--- src/rtl/id_ex_stage.sv ---
// ID/EX pipeline register with load-use hazard detection, EX back-pressure,
// flush and a saturating load-use counter. Optional WB_BYPASS_EN forwards WB data.
module id_ex_stage #(
  parameter int CTRL_W = 8,
  parameter int CNT_W  = 16
) (
  input  logic              clk,
  input  logic              rst,
  input  logic              id_valid,
  input  logic [31:0]       id_pc,
  input  logic [4:0]        id_rs1,
  input  logic [4:0]        id_rs2,
  input  logic [4:0]        id_rd,
  input  logic              id_uses_rs1,
  input  logic              id_uses_rs2,
  input  logic [31:0]       id_imm,
  input  logic [CTRL_W-1:0] id_ctrl,
  input  logic              id_mem_read,
  input  logic              id_reg_write,
  input  logic [31:0]       rf_rd1,
  input  logic [31:0]       rf_rd2,
  input  logic              wb_we,
  input  logic [4:0]        wb_rd,
  input  logic [31:0]       wb_data,
  input  logic              flush,
  input  logic              ex_ready,
  output logic              ex_valid,
  output logic [31:0]       ex_pc,
  output logic [31:0]       ex_imm,
  output logic [31:0]       ex_op1,
  output logic [31:0]       ex_op2,
  output logic [4:0]        ex_rs1,
  output logic [4:0]        ex_rs2,
  output logic [4:0]        ex_rd,
  output logic [CTRL_W-1:0] ex_ctrl,
  output logic              ex_mem_read,
  output logic              ex_reg_write,
  output logic              stall_if_id,
  output logic [CNT_W-1:0]  lu_stall_cnt
);

  typedef struct packed {
    logic              valid;
    logic [31:0]       pc;
    logic [31:0]       imm;
    logic [31:0]       op1;
    logic [31:0]       op2;
    logic [4:0]        rs1;
    logic [4:0]        rs2;
    logic [4:0]        rd;
    logic [CTRL_W-1:0] ctrl;
    logic              mem_read;
    logic              reg_write;
  } ex_reg_t;

  ex_reg_t          ex_q, ex_d;
  logic [CNT_W-1:0] cnt_q;
  logic             load_use;
  logic [31:0]      op1, op2;

  assign load_use = id_valid && ex_q.valid && ex_q.mem_read && (ex_q.rd != 5'd0) &&
                    ((id_uses_rs1 && id_rs1 == ex_q.rd) || (id_uses_rs2 && id_rs2 == ex_q.rd));

  // rst gates the stall so every output reads 0 while reset is held
  assign stall_if_id = rst && !flush && (!ex_ready || load_use);

  always_comb begin
    op1 = rf_rd1;
    op2 = rf_rd2;
`ifdef WB_BYPASS_EN
    if (wb_we && wb_rd != 5'd0 && wb_rd == id_rs1) op1 = wb_data;
    if (wb_we && wb_rd != 5'd0 && wb_rd == id_rs2) op2 = wb_data;
`endif
    // x0 read data from the register file is not trusted
    if (id_rs1 == 5'd0) op1 = '0;
    if (id_rs2 == 5'd0) op2 = '0;
  end

`ifndef WB_BYPASS_EN
  logic unused_wb;
  assign unused_wb = ^{wb_we, wb_rd, wb_data};
`endif

  always_comb begin
    ex_d = ex_q;
    if (flush) begin
      ex_d.valid = 1'b0;
    end else if (!ex_ready) begin
      ex_d = ex_q;
    end else if (load_use) begin
      ex_d.valid     = 1'b0;
      ex_d.mem_read  = 1'b0;
      ex_d.reg_write = 1'b0;
    end else begin
      ex_d.valid     = id_valid;
      ex_d.pc        = id_pc;
      ex_d.imm       = id_imm;
      ex_d.op1       = op1;
      ex_d.op2       = op2;
      ex_d.rs1       = id_rs1;
      ex_d.rs2       = id_rs2;
      ex_d.rd        = id_rd;
      ex_d.ctrl      = id_ctrl;
      ex_d.mem_read  = id_valid && id_mem_read;
      ex_d.reg_write = id_valid && id_reg_write;
    end
  end

  always_ff @(posedge clk) begin
    if (!rst) begin
      ex_q  <= '0;
      cnt_q <= '0;
    end else begin
      ex_q <= ex_d;
      if (!flush && ex_ready && load_use && cnt_q != '1) cnt_q <= cnt_q + 1'b1;
    end
  end

  assign ex_valid     = ex_q.valid;
  assign ex_pc        = ex_q.pc;
  assign ex_imm       = ex_q.imm;
  assign ex_op1       = ex_q.op1;
  assign ex_op2       = ex_q.op2;
  assign ex_rs1       = ex_q.rs1;
  assign ex_rs2       = ex_q.rs2;
  assign ex_rd        = ex_q.rd;
  assign ex_ctrl      = ex_q.ctrl;
  assign ex_mem_read  = ex_q.mem_read;
  assign ex_reg_write = ex_q.reg_write;
  assign lu_stall_cnt = cnt_q;

endmodule
--- config.mk ---
export PLATFORM = sky130hd
export DESIGN_NAME = id_ex_stage
export DESIGN_NICKNAME = d
export VERILOG_FILES = /design/src/rtl/id_ex_stage.sv
export SDC_FILE = /design/constraint.sdc
export NUM_CORES = 1
export LEC_CHECK = 0
export ABC_AREA = 1
export ABC_CLOCK_PERIOD_IN_PS = 2100
export BUFFER_PORTS_ARGS = -buffer_cell sky130_fd_sc_hd__buf_2
export CAP_MARGIN = 20
export CORE_AREA = 2 2 142 144
export CTS_CLUSTER_DIAMETER = 200
export CTS_CLUSTER_SIZE = 12
export DETAILED_ROUTE_END_ITERATION = 10
export DIE_AREA = 0 0 144 146
export PLACE_DENSITY = 0.77
export SLEW_MARGIN = 0
export SYNTH_ARGS = -nofsm -noshare
export SYNTH_HDL_FRONTEND = slang
export SYNTH_SLANG_ARGS = --single-unit
--- constraint.sdc ---
create_clock -name clk -period 2.1 [get_ports clk]
set_clock_uncertainty 0.05 [all_clocks]
set_input_delay 0.21 -clock clk [delete_from_list [all_inputs] [get_ports clk]]
set_output_delay 0.21 -clock clk [all_outputs]
set_load 0.02 [all_outputs]
==> metrics.md, run 1 <==
| Metric | Value |
|---|---|
| Status | `finished clean` |
| Most used cell, CP | `nand2_1` |
| R2R setup slack | `around 0.21 ns` |
| CTS clk-pin slew, worst paths | `about 0.080 ns` |
| HP Class | `in2reg` |
| CTS buffer count | `17` |
| Row count | `between 50 and 60` |
| Cell area after placement | `a little over 9000 um^2` |
| Final period util | `a little over nine tenths` |
| GR peak layer | `met2` |
| Initial antenna violation count | `0` |
| Psw | `about 2.3 mW` |
| Met1 GRT Util | `27.8%` |
| Hold EP | `ex_pc[24]$_SDFFE_PN0P_` |
| Most common cell after layout, fill and taps aside | `buf_2` |
| Global-route wire length before repair | `40300 um` |
| Area Growth Syn to Fin | `52.1%` |
| Slew @ Worst Pin | `0.558 ns` |
| Hold_sp | `id_pc[24]` |
| Final hold vios | `0` |
| Post-synthesis register bit count | `170` |
| Vias | `8536` |
| Register-to-Register Path Depth | `13` |
| Largest net degree at the start of global routing | `between 70 and 80` |
| Final instance area | `about 11000 um^2` |
| RSZ-0062 raised after global routing | `no` |
| CTS root buf | `clkbuf_16` |
| Hold depth | `3` |
| Fin nets | `about 1700` |
| Vias in the first global route | `just over 8000` |
| Number of synthesis warnings | `0` |
| Io pins | `369` |
| Critical path class | `reg2out` |
| Cells after Synth | `about 1000` |
| Sequential power share | `roughly 44%` |
| Die Span X | `about 140 um` |
| Setup TNS | `0 ns` |
| Critical path fanouts, max | `5` |
| Worst flop-to-flop path endpoint | `lu_stall_cnt[13]$_SDFFE_PN0P_` |
| Routed len/inst | `roughly 15 um` |
| Grt met3 use | `between 6 and 7%` |
| Slew Viols, Final | `0` |
| PortBufs | `330` |
| CTS tree | `done` |
| Sw Ratio | `between 20% and 30%` |
| Seq/Total Area, Yosys | `between 40% and 50%` |
| Internal | `5.63 mW` |
| Initial Utilization | `between 30 and 40%` |
| Post-synthesis cell area | `about 7200 um^2` |
| WL final | `26200 um` |
| Crit path arrival time | `approximately 1.7 ns` |
| 1st-iter DRT viols | `between 400 and 500` |
| Vias per cell | `~4.9` |
| VDD IR max | `0.522 mV` |
| CORE AREA | `between 15000 and 20000 um^2` |
| DRC Markers | `0` |
| Filler-free cell count of the finished design | `between 1500 and 2000` |
| Met2 Use GR | `40.4%` |
| Rel. slew slack | `about 63%` |
| Post-placement cell count | `between 1500 and 2000` |
| Max-cap viol count | `0` |
| All-Layer GR Usage | `23.8%` |
| Tmin final | `about 2 ns` |
| Post-Syn Nets | `1239` |
| P per Cell Area | `~720 nW/um^2` |
| Routability cong. | `about 0.84` |
| GR Overflow Total | `0` |
| Die Y | `between 100 and 150 um` |
| Sink Count | `170` |
| Combinational power share | `approximately 17%` |
| H-tree depth | `4` |
| Die area | `approximately 21000 um^2` |
| Critical Path RT | `about 1.8 ns` |
| Clock power share | `39.8%` |
| Drt pass-1 iters | `5` |
| Worst Setup Start Kind | `flip-flop` |
| Lkg Pwr | `5.47 nW` |
| WP buf/inv | `3` |
| Post-route ant nets | `0` |
| Most frequent cells in the layout | `buf_2 (329), nand2_1 (294), dfxtp_1 (165)` |
| Worst setup EP type | `primary output` |
| Delay-heaviest family, CP | `simple AND/OR/NAND/NOR gates` |
| Reg2reg start | `ex_rd[3]$_SDFFE_PN0P_` |
| Average cell area after synthesis | `6.97 um^2` |
| Final setup vio count | `0` |
| CP max-delay cell | `dfxtp_4` |
| Ratio of cells with drive above 1 in the final layout | `between 20% and 30%` |
| Yosys cell types | `21` |
| Worst-path cell chain | `inv_4 > nand2_1 > nand2_1 > nor2_1 > nand3_1 > nand2_2 > nand2_4 > buf_16 > a21oi_4 > buf_6` |
| Worst-Skew Late Latency | `between 0.4 and 0.5 ns` |
| Worst path max stage delay | `approximately 0.37 ns` |
| DP HPWL | `16200 um` |
| Peak Freq | `a little over 0.5 GHz` |
| CTS Buffer Depth | `2` |
| Diode count | `0` |
routing by layer:
metal / wire length, um / part of all wire [%] / vias up
li1: - / - / 4175
met1: 10600 / 40 / 3877
met2: 12600 / 48 / 423
met3: 2270 / 8.7 / 61
met4: 788 / 3.0 / 0
met5: 0 / 0 / -
Yosys cell counts, drive strengths merged:
master   count  share of area (%)
a21oi      151                 10
buf         44                3.4
clkbuf      33                1.7
dfxtp      170                 47
ha           1               0.17
inv         97                5.0
nand2      296                 15
nand3       16                1.2
nand4       96                8.3
nor2       125                6.5
nor3         3               0.21
o2111ai      1               0.12
o21ai        4               0.28
o21bai       2               0.21
xor2         1               0.12
logic make-up (layout without fill, tap and decap cells):
logic type	after synthesis	in the layout	synth area share (%)
and+or+nand+nor	536	536	31.5
xor gates and xnor gates	1	1	0.121
buffers and inverters	174	600	10.2
adders and majority gates	1	1	0.173
DFF	170	170	47.0
AOI/OAI and AO/OA	158	158	11.0
worst reg2reg max path, cell delays in order (launching register included):
cell     delay (ns)
dfxtp_4        0.37
inv_4          0.05
nand2_1        0.05
nand2_1        0.05
nor2_1         0.11
nand3_1        0.10
nand2_2        0.10
nand2_4        0.09
buf_16         0.14
buf_6          0.17
nor2_2         0.27
nand3_1        0.13
nand2_1        0.08
nor2_1         0.04
sequential cells by signal, summed over array words and instances (netlist names):
register	cells
ex_imm	32
ex_op2	32
ex_ctrl	8
ex_rs1	5
lu_stall_cnt	16
ex_reg_write	1
ex_op1	32
ex_valid	1
ex_rs2	5
ex_mem_read	1
ex_pc	32
ex_rd	5
per-stage QoR:
stage / util, % / hold slack, ns / worst slack [ns] / power (mW)
after floorplan: - / 0.295 / 0.163 / 4.20
after global placement: 47.5 / 0.385 / 0.197 / 4.64
after detailed placement: 47.5 / 0.390 / 0.147 / 4.66
after CTS: 56.7 / 0.000165 / 0.00156 / 7.99
after global routing: 57.0 / 0.00139 / 0.00127 / 8.29
final: 57.0 / 0.0197 / 0.122 / 7.95
power groups by stage:
stage / registers (mW) / clock network [mW] / logic (mW)
after floorplan: 3.74 / 0 / 0.462
after global placement: 3.53 / 0 / 1.10
after detailed placement: 3.54 / 0 / 1.12
after CTS: 3.47 / 3.23 / 1.28
after global routing: 3.49 / 3.36 / 1.44
final: 3.47 / 3.16 / 1.32
worst max path at each step:
stage / startpoint / endpoint / slack [ns] / depth (start not counted)
final: ex_rd[3]$_SDFFE_PN0P_ / stall_if_id / 0.12 / 10
after CTS: ex_rd[3]$_SDFFE_PN0P_ / stall_if_id / 0.002 / 10
after global routing: ex_rd[2]$_SDFFE_PN0P_ / stall_if_id / 0.001 / 10
after detailed placement: ex_rd[1]$_SDFFE_PN0P_ / lu_stall_cnt[8]$_SDFFE_PN0P_ / 0.15 / 12
after floorplan: ex_rd[3]$_SDFFE_PN0P_ / stall_if_id / 0.16 / 10
after global placement: ex_rd[0]$_SDFFE_PN0P_ / lu_stall_cnt[7]$_SDFFE_PN0P_ / 0.20 / 12
area by class of cell:
cell class / instances / area, um^2
clock buffer: 17 / 425
clock inverter: 14 / 156
fill: 1652 / 8320
inverter: 97 / 367
multi-input combinational: 696 / 3140
sequential: 170 / 3420
tap: 265 / 332
timing repair buffer: 472 / 3170
what timing repair did:
item | CTS | global route
hold buffers | 109 | 0
endpoints found under the setup margin | 1 | 35
resized for setup | 9 | 11
buffers inserted | 2 | 3
pin swaps | 1 | 4
gates cloned | 2 | 0
endpoints found under the hold margin | 109 | 0
No activity file was read; power rests on OpenSTA's default activity.
==> run 2, diff against run 1 <==
==> constraint.sdc (replaced) <==
create_clock -name clk -period 2.1 [get_ports clk]
set_clock_uncertainty 0.05 [all_clocks]
set_input_delay 0 -clock clk [delete_from_list [all_inputs] [get_ports clk]]
set_output_delay 0 -clock clk [all_outputs]
set_load 0.02 [all_outputs]
==> metrics.md, run 2 (same netlist as run 1, synthesis figures left out) <==
| Metric | Value |
|---|---|
| Post-route ant nets | `0` |
| Final hold vios | `0` |
| WL final | `around 27000 um` |
| H-tree depth | `4` |
| Min Hold Slack | `roughly 0.30 ns` |
| CORE AREA | `approximately 19000 um^2` |
| Global-route wire length before repair | `roughly 42000 um` |
| Fin util | `58.5%` |
| Power Total | `8.02 mW` |
| Filler-free cell count of the finished design | `1771` |
| P per Cell Area | `between 700 and 800 nW/um^2` |
| Sink Count | `170` |
| Drt pass-1 iters | `6` |
| Io pins | `369` |
| Routed len/inst | `around 15 um` |
| GR Overflow Total | `0` |
| Slew @ Worst Pin | `0.864 ns` |
| Die area | `21000 um^2` |
| Filler cell count | `~1600` |
| Vias | `slightly below 9000` |
| Largest net degree at the start of global routing | `90` |
| DP HPWL | `15900 um` |
| Lkg Pwr | `about 5.5 nW` |
| Tmin final | `roughly 2.0 ns` |
| Status | `finished clean` |
| Worst-path cell chain | `inv_2 > nand2_1 > nand2_1 > nor2_1 > nand3_1 > nand2_2 > nand2_4 > buf_12 > a21oi_1 > buf_4` |
| Die Y | `~150 um` |
| Rel. slew slack | `42.4%` |
| CTS clk-pin slew, worst paths | `0.07 ns` |
| Crit path arrival time | `1.90 ns` |
| Initial antenna violation count | `3` |
| Peak Freq | `between 0.5 and 0.6 GHz` |
| Final period util | `about 93%` |
| Ratio of cells with drive above 1 in the final layout | `a little over a quarter` |
| VDD IR max | `about 0.5 mV` |
| RSZ-0062 raised after global routing | `no` |
| Area of the multi-input gates | `3130 um^2` |
| CTS buffer count | `17` |
| PortBufs | `330` |
| Vias per cell | `~5.0` |
| DRC Markers | `0` |
| HP Class | `in2reg` |
| Max-cap viol count | `0` |
| Critical Path RT | `between 2 and 2.5 ns` |
| Critical path fanouts, max | `20` |
| Slew Viols, Final | `0` |
| 1st-iter DRT viols | `approximately 530` |
| CP max-delay cell | `dfxtp_1` |
| Worst setup EP type | `primary output` |
| Post-placement cell count | `between 1500 and 2000` |
| CTS Buffer Depth | `2` |
| CTS tree | `done` |
| Row count | `just over 50` |
| Most used cell, CP | `nand2_1` |
| Worst Setup Start Kind | `flip-flop` |
| Most common cell after layout, fill and taps aside | `buf_2` |
| Die Span X | `144 um` |
| CTS root buf | `clkbuf_16` |
| Critical path class | `reg2out` |
| Routability cong. | `approximately 0.84` |
| Final setup vio count | `0` |
| Worst path max stage delay | `0.38 ns` |
| Fin nets | `~1700` |
| All-Layer GR Usage | `24.5%` |
| Initial Utilization | `a little under two fifths` |
| Vias in the first global route | `roughly 8600` |
| Setup TNS | `0 ns` |
| Area Growth Syn to Fin | `56.1%` |
| Storage element area | `about 3400 um^2` |
| Worst-Skew Late Latency | `0.43 ns` |
| Most frequent cells in the layout | `buf_2 (329), nand2_1 (294), dfxtp_1 (166)` |
[run 2: changes by cell type in the layout (fill, tap and decap cells not counted), moves of 3 or more]
cell / before / now
buf_6: 3 / 0
dfxtp_2: 1 / 4
dfxtp_4: 4 / 0
buf_4: 20 / 14
dlygate4sd3_1: 109 / 157
diode_2: 0 / 3
[run 2: layout make-up]
| type | instances | share of cell area [%] |
|---|---|---|
| diodes | 3 | 0.0664 |
| clock buffers | 20 | 4.04 |
| clock inverters | 12 | 1.13 |
| inverters | 97 | 3.22 |
| multi-input cells | 696 | 27.7 |
| flip-flops and latches | 170 | 30.1 |
| well taps | 265 | 2.93 |
| repair buffers | 508 | 30.8 |
[run 2: worst max-delay path, delay by kind of cell, from the launching register on]
kind,cells,cell delay [ns]
simple gates,6,0.51
compound gates,1,0.15
flops,1,0.38
buf+inv,3,0.44
[run 2: path summary, 6_finish.rpt]
path,start,endpoint,slack (ns),cells past startpoint
max,ex_rd[3]$_SDFFE_PN0P_,stall_if_id,0.15,10
min reg2reg,ex_imm[14]$_SDFFE_PN0P_,ex_imm[14]$_SDFFE_PN0P_,0.41,2
min,rf_rd1[0],ex_op1[0]$_SDFFE_PN0P_,0.30,4
max reg2reg,ex_rd[3]$_SDFFE_PN0P_,ex_op1[15]$_SDFFE_PN0P_,0.20,10
[run 2: metrics by stage]
step | instance area, um^2 | setup WS (ns)
after floorplan | 7240 | 0.314
after global placement | 9130 | 0.178
after detailed placement | 9130 | 0.139
after CTS | 11300 | 0.0828
after global routing | 11300 | 0.00906
final | 11300 | 0.148
[run 2: power by group]
| group | switching, mW | total [mW] | internal [mW] |
|---|---|---|---|
| Sequential | 0.0899 | 3.48 | 3.39 |
| Clock | 1.42 | 3.16 | 1.73 |
| Combinational | 0.781 | 1.38 | 0.599 |
[run 2: what timing repair did]
action / in CTS / in global routing
resized for setup: 2 / 6
pin swaps: 1 / 0
hold buffers: 157 / 0
setup endpoints to repair: 1 / 8
buffers inserted: 1 / 0
endpoints found under the hold margin: 154 / 0
[run 2: routing by layer]
| metal | vias up | track usage, % | routed length, um |
|---|---|---|---|
| li1 | 4261 | - | - |
| met1 | 3988 | 27.7 | 10600 |
| met2 | 462 | 42.6 | 13200 |
| met3 | 65 | 6.68 | 2400 |
| met4 | 0 | 10.9 | 826 |
| met5 | - | 0 | 0 |
==> run 3, diff against run 2 <==
ABC_AREA = unset   (was 1)
CORE_AREA = unset   (was 2 2 142 144)
CORE_UTILIZATION = 40   (was unset)
DIE_AREA = unset   (was 0 0 144 146)
PLACE_DENSITY = 0.76   (was 0.77)
==> metrics.md, run 3 <==
| Metric | Value |
|---|---|
| Status | `complete, but fails checks` |
| Failing checks | `negative setup slack` |
| Slew @ Worst Pin | `around 0.9 ns` |
| Most common cell in the netlist | `nand4_1` |
| Worst Setup Start Kind | `flip-flop` |
| Worst-Skew Late Latency | `between 0.4 and 0.5 ns` |
| Routed len/inst | `~20 um` |
| 1st-iter DRT viols | `roughly 1900` |
| Drt pass-1 iters | `6` |
| Row count | `56` |
| Routability cong. | `between 0.8 and 0.9` |
| Lkg Pwr | `6.07 nW` |
| Critical Path RT | `roughly 2 ns` |
| Critical Path Stages | `8` |
| HP Class | `in2reg` |
| Peak Freq | `between 0.4 and 0.5 GHz` |
| Most used DFF post-synth | `dfxtp_1` |
| Final worst slack | `-0.0467 ns` |
| Rel. slew slack | `roughly two fifths` |
| Min Hold Slack | `approximately 0.025 ns` |
| Global-route wire length before repair | `roughly 60000 um` |
| DP HPWL | `around 22000 um` |
| Die area | `24700 um^2` |
| Most frequent cells in the layout | `nand4_1 (487), buf_2 (328), dfxtp_1 (165)` |
| Final hold vios | `0` |
| Final setup vio count | `1` |
| Critical path fanouts, max | `3` |
| P per Cell Area | `618 nW/um^2` |
| Area Growth Syn to Fin | `48.5%` |
| Seq/Total Area, Yosys | `between 30% and 40%` |
| Worst slack, placed | `-0.0392 ns` |
| Most common cell after layout, fill and taps aside | `nand4_1` |
| CTS root buf | `clkbuf_16` |
| Initial Utilization | `40.9%` |
| Cells after Synth | `between 1000 and 1500` |
| CTS clk-pin slew, worst paths | `approximately 0.07 ns` |
| Filler-free cell count of the finished design | `approximately 2000` |
| Delay-heaviest family, CP | `buffers and inverters` |
| Ratio of cells with drive above 1 in the final layout | `around 28%` |
| Post-synth ARST share | `0%` |
| Final instance area | `approximately 14000 um^2` |
| Register-to-Register Path Depth | `8` |
| VDD IR max | `roughly 0.38 mV` |
| Diode count | `0` |
| PortBufs | `between 300 and 400` |
| Tmin final | `~2.1 ns` |
| Fin util | `roughly three fifths` |
| DRC Markers | `0` |
| Filler cell count | `about 1900` |
| CORE AREA | `roughly 24000 um^2` |
| Vias | `about 13000` |
| Synth top cells by count | `nand4_1 (487), dfxtp_1 (170), nand3_1 (161)` |
| Average cell area after synthesis | `slightly below 8 um^2` |
| CTS Buffer Depth | `2` |
| Slew Viols, Final | `0` |
| Most used cell, CP | `buf_4` |
| Sink Count | `170` |
| Worst-path cell chain | `xnor2_4 > nand4_1 > buf_4 > o22ai_4 > buf_12 > nand2_4 > a21oi_2 > buf_4` |
| Worst path max stage delay | `between 0.3 and 0.4 ns` |
| Vias in the first global route | `11600` |
| Cell taking the most area after synthesis | `dfxtp_1` |
| CTS buffer count | `17` |
| Post-route ant nets | `0` |
| Top cells by area, synth | `dfxtp_1 (35%), nand4_1 (32%), nand3_1 (8.4%)` |
| Storage element area | `around 3400 um^2` |
| H-tree depth | `4` |
| RSZ-0062 raised after global routing | `yes` |
| Area of the multi-input gates | `between 5000 and 6000 um^2` |
| Die Span X | `between 150 and 200 um` |
| Number of synthesis warnings | `0` |
| All-Layer GR Usage | `between 20 and 30%` |
| Largest net degree at the start of global routing | `~230` |
| Post-synthesis register bit count | `170` |
| Post-synth top area share | `35.3%` |
| Cell area after placement | `about 12000 um^2` |
| Post-placement cell count | `1770` |
| Die Y | `157 um` |
| WL final | `between 40000 and 50000 um` |
| EDFF count, synth | `0` |
| Initial antenna violation count | `0` |
| R2R setup slack | `0 ns` |
| Post-synthesis cell area | `9640 um^2` |
| Hold depth | `4` |
| Final period util | `102%` |
| Max-cap viol count | `0` |
| WP buf/inv | `3` |
| Io pins | `approximately 370` |
| Critical path class | `reg2out` |
| Fin nets | `between 1500 and 2000` |
| CP max-delay cell | `dfxtp_4` |
| GR Overflow Total | `0` |
| Crit path arrival time | `approximately 2.1 ns` |
| Post-Syn Nets | `approximately 1400` |
| Vias per cell | `~6.6` |
| Worst setup EP type | `primary output` |
| Yosys cell types | `33` |
| CTS tree | `done` |
[run 3: cell types whose count changed after synthesis, moves of 14 or more]
| cell | before | now |
|---|---|---|
| buf_1 | 10 | 27 |
| and3_1 | 0 | 64 |
| clkbuf_1 | 33 | 129 |
| buf_4 | 14 | 0 |
| a21oi_1 | 151 | 8 |
| nand2_1 | 296 | 23 |
| nand4_1 | 96 | 487 |
| a41oi_1 | 0 | 64 |
| inv_1 | 92 | 5 |
| nor2_1 | 124 | 9 |
| nand3_1 | 15 | 161 |
[run 3: worst paths after layout]
check / startpoint / end
setup / recovery: ex_rd[4]$_SDFFE_PN0P_ / stall_if_id
hold / removal: id_rs1[4] / ex_rs1[4]$_SDFFE_PN0P_
setup reg to reg: ex_rd[4]$_SDFFE_PN0P_ / ex_pc[11]$_SDFFE_PN0P_
hold reg to reg: ex_op2[10]$_SDFFE_PN0P_ / ex_op2[10]$_SDFFE_PN0P_
[run 3: kinds of logic after synthesis]
group | synth area share [%]
xor+xnor | 0.909
flops | 35.3
compound gates | 7.45
simple gates | 47.5
buf+inv | 7.88
mux | 0.831
fa+ha+maj | 0.130
[run 3: power by group]
part / internal (mW) / switching (mW)
Combinational: 0.851 / 1.21
Clock: 1.56 / 1.53
Sequential: 3.48 / 0.213
[run 3: layout make-up]
class                   instances  share of cell area [%]
repair buffers                570                    29.8
flip-flops and latches        170                    23.9
well taps                     319                    2.79
inverters                       5                   0.131
clock buffers                  20                    3.05
multi-input cells             883                    39.6
clock inverters                12                   0.760
[run 3: what timing repair did]
item | 4_1_cts | 5_1_grt
setup buffers | 6 | 5
setup endpoints to repair | 54 | 105
cloned | 3 | 4
hold buffers | 159 | 0
resized for setup | 14 | 21
hold endpoints to repair | 155 | 0
pin swaps | 4 | 3
[run 3: per-stage QoR]
step / total power, mW / setup TNS (ns)
global route: 9.18 / -0.231
global placement: 5.37 / 0
floorplan: 4.70 / 0
finish: 8.84 / -0.0467
CTS: 8.77 / 0
detailed placement: 5.41 / -0.108
[run 3: worst min-delay path: cells and delay by family]
family / cells / cell delay (ns)
buffers and inverters: 2 / 0.31
AND/OR/NAND/NOR: 2 / 0.13
[run 3: routing by layer]
metal,GRT usage (%),routed length (um),up-vias
met2,47.1,18600,918
met4,13.9,1230,0
met1,37.4,16000,6076
met3,7.43,4610,107
met5,0,0,-
li1,-,-,5893
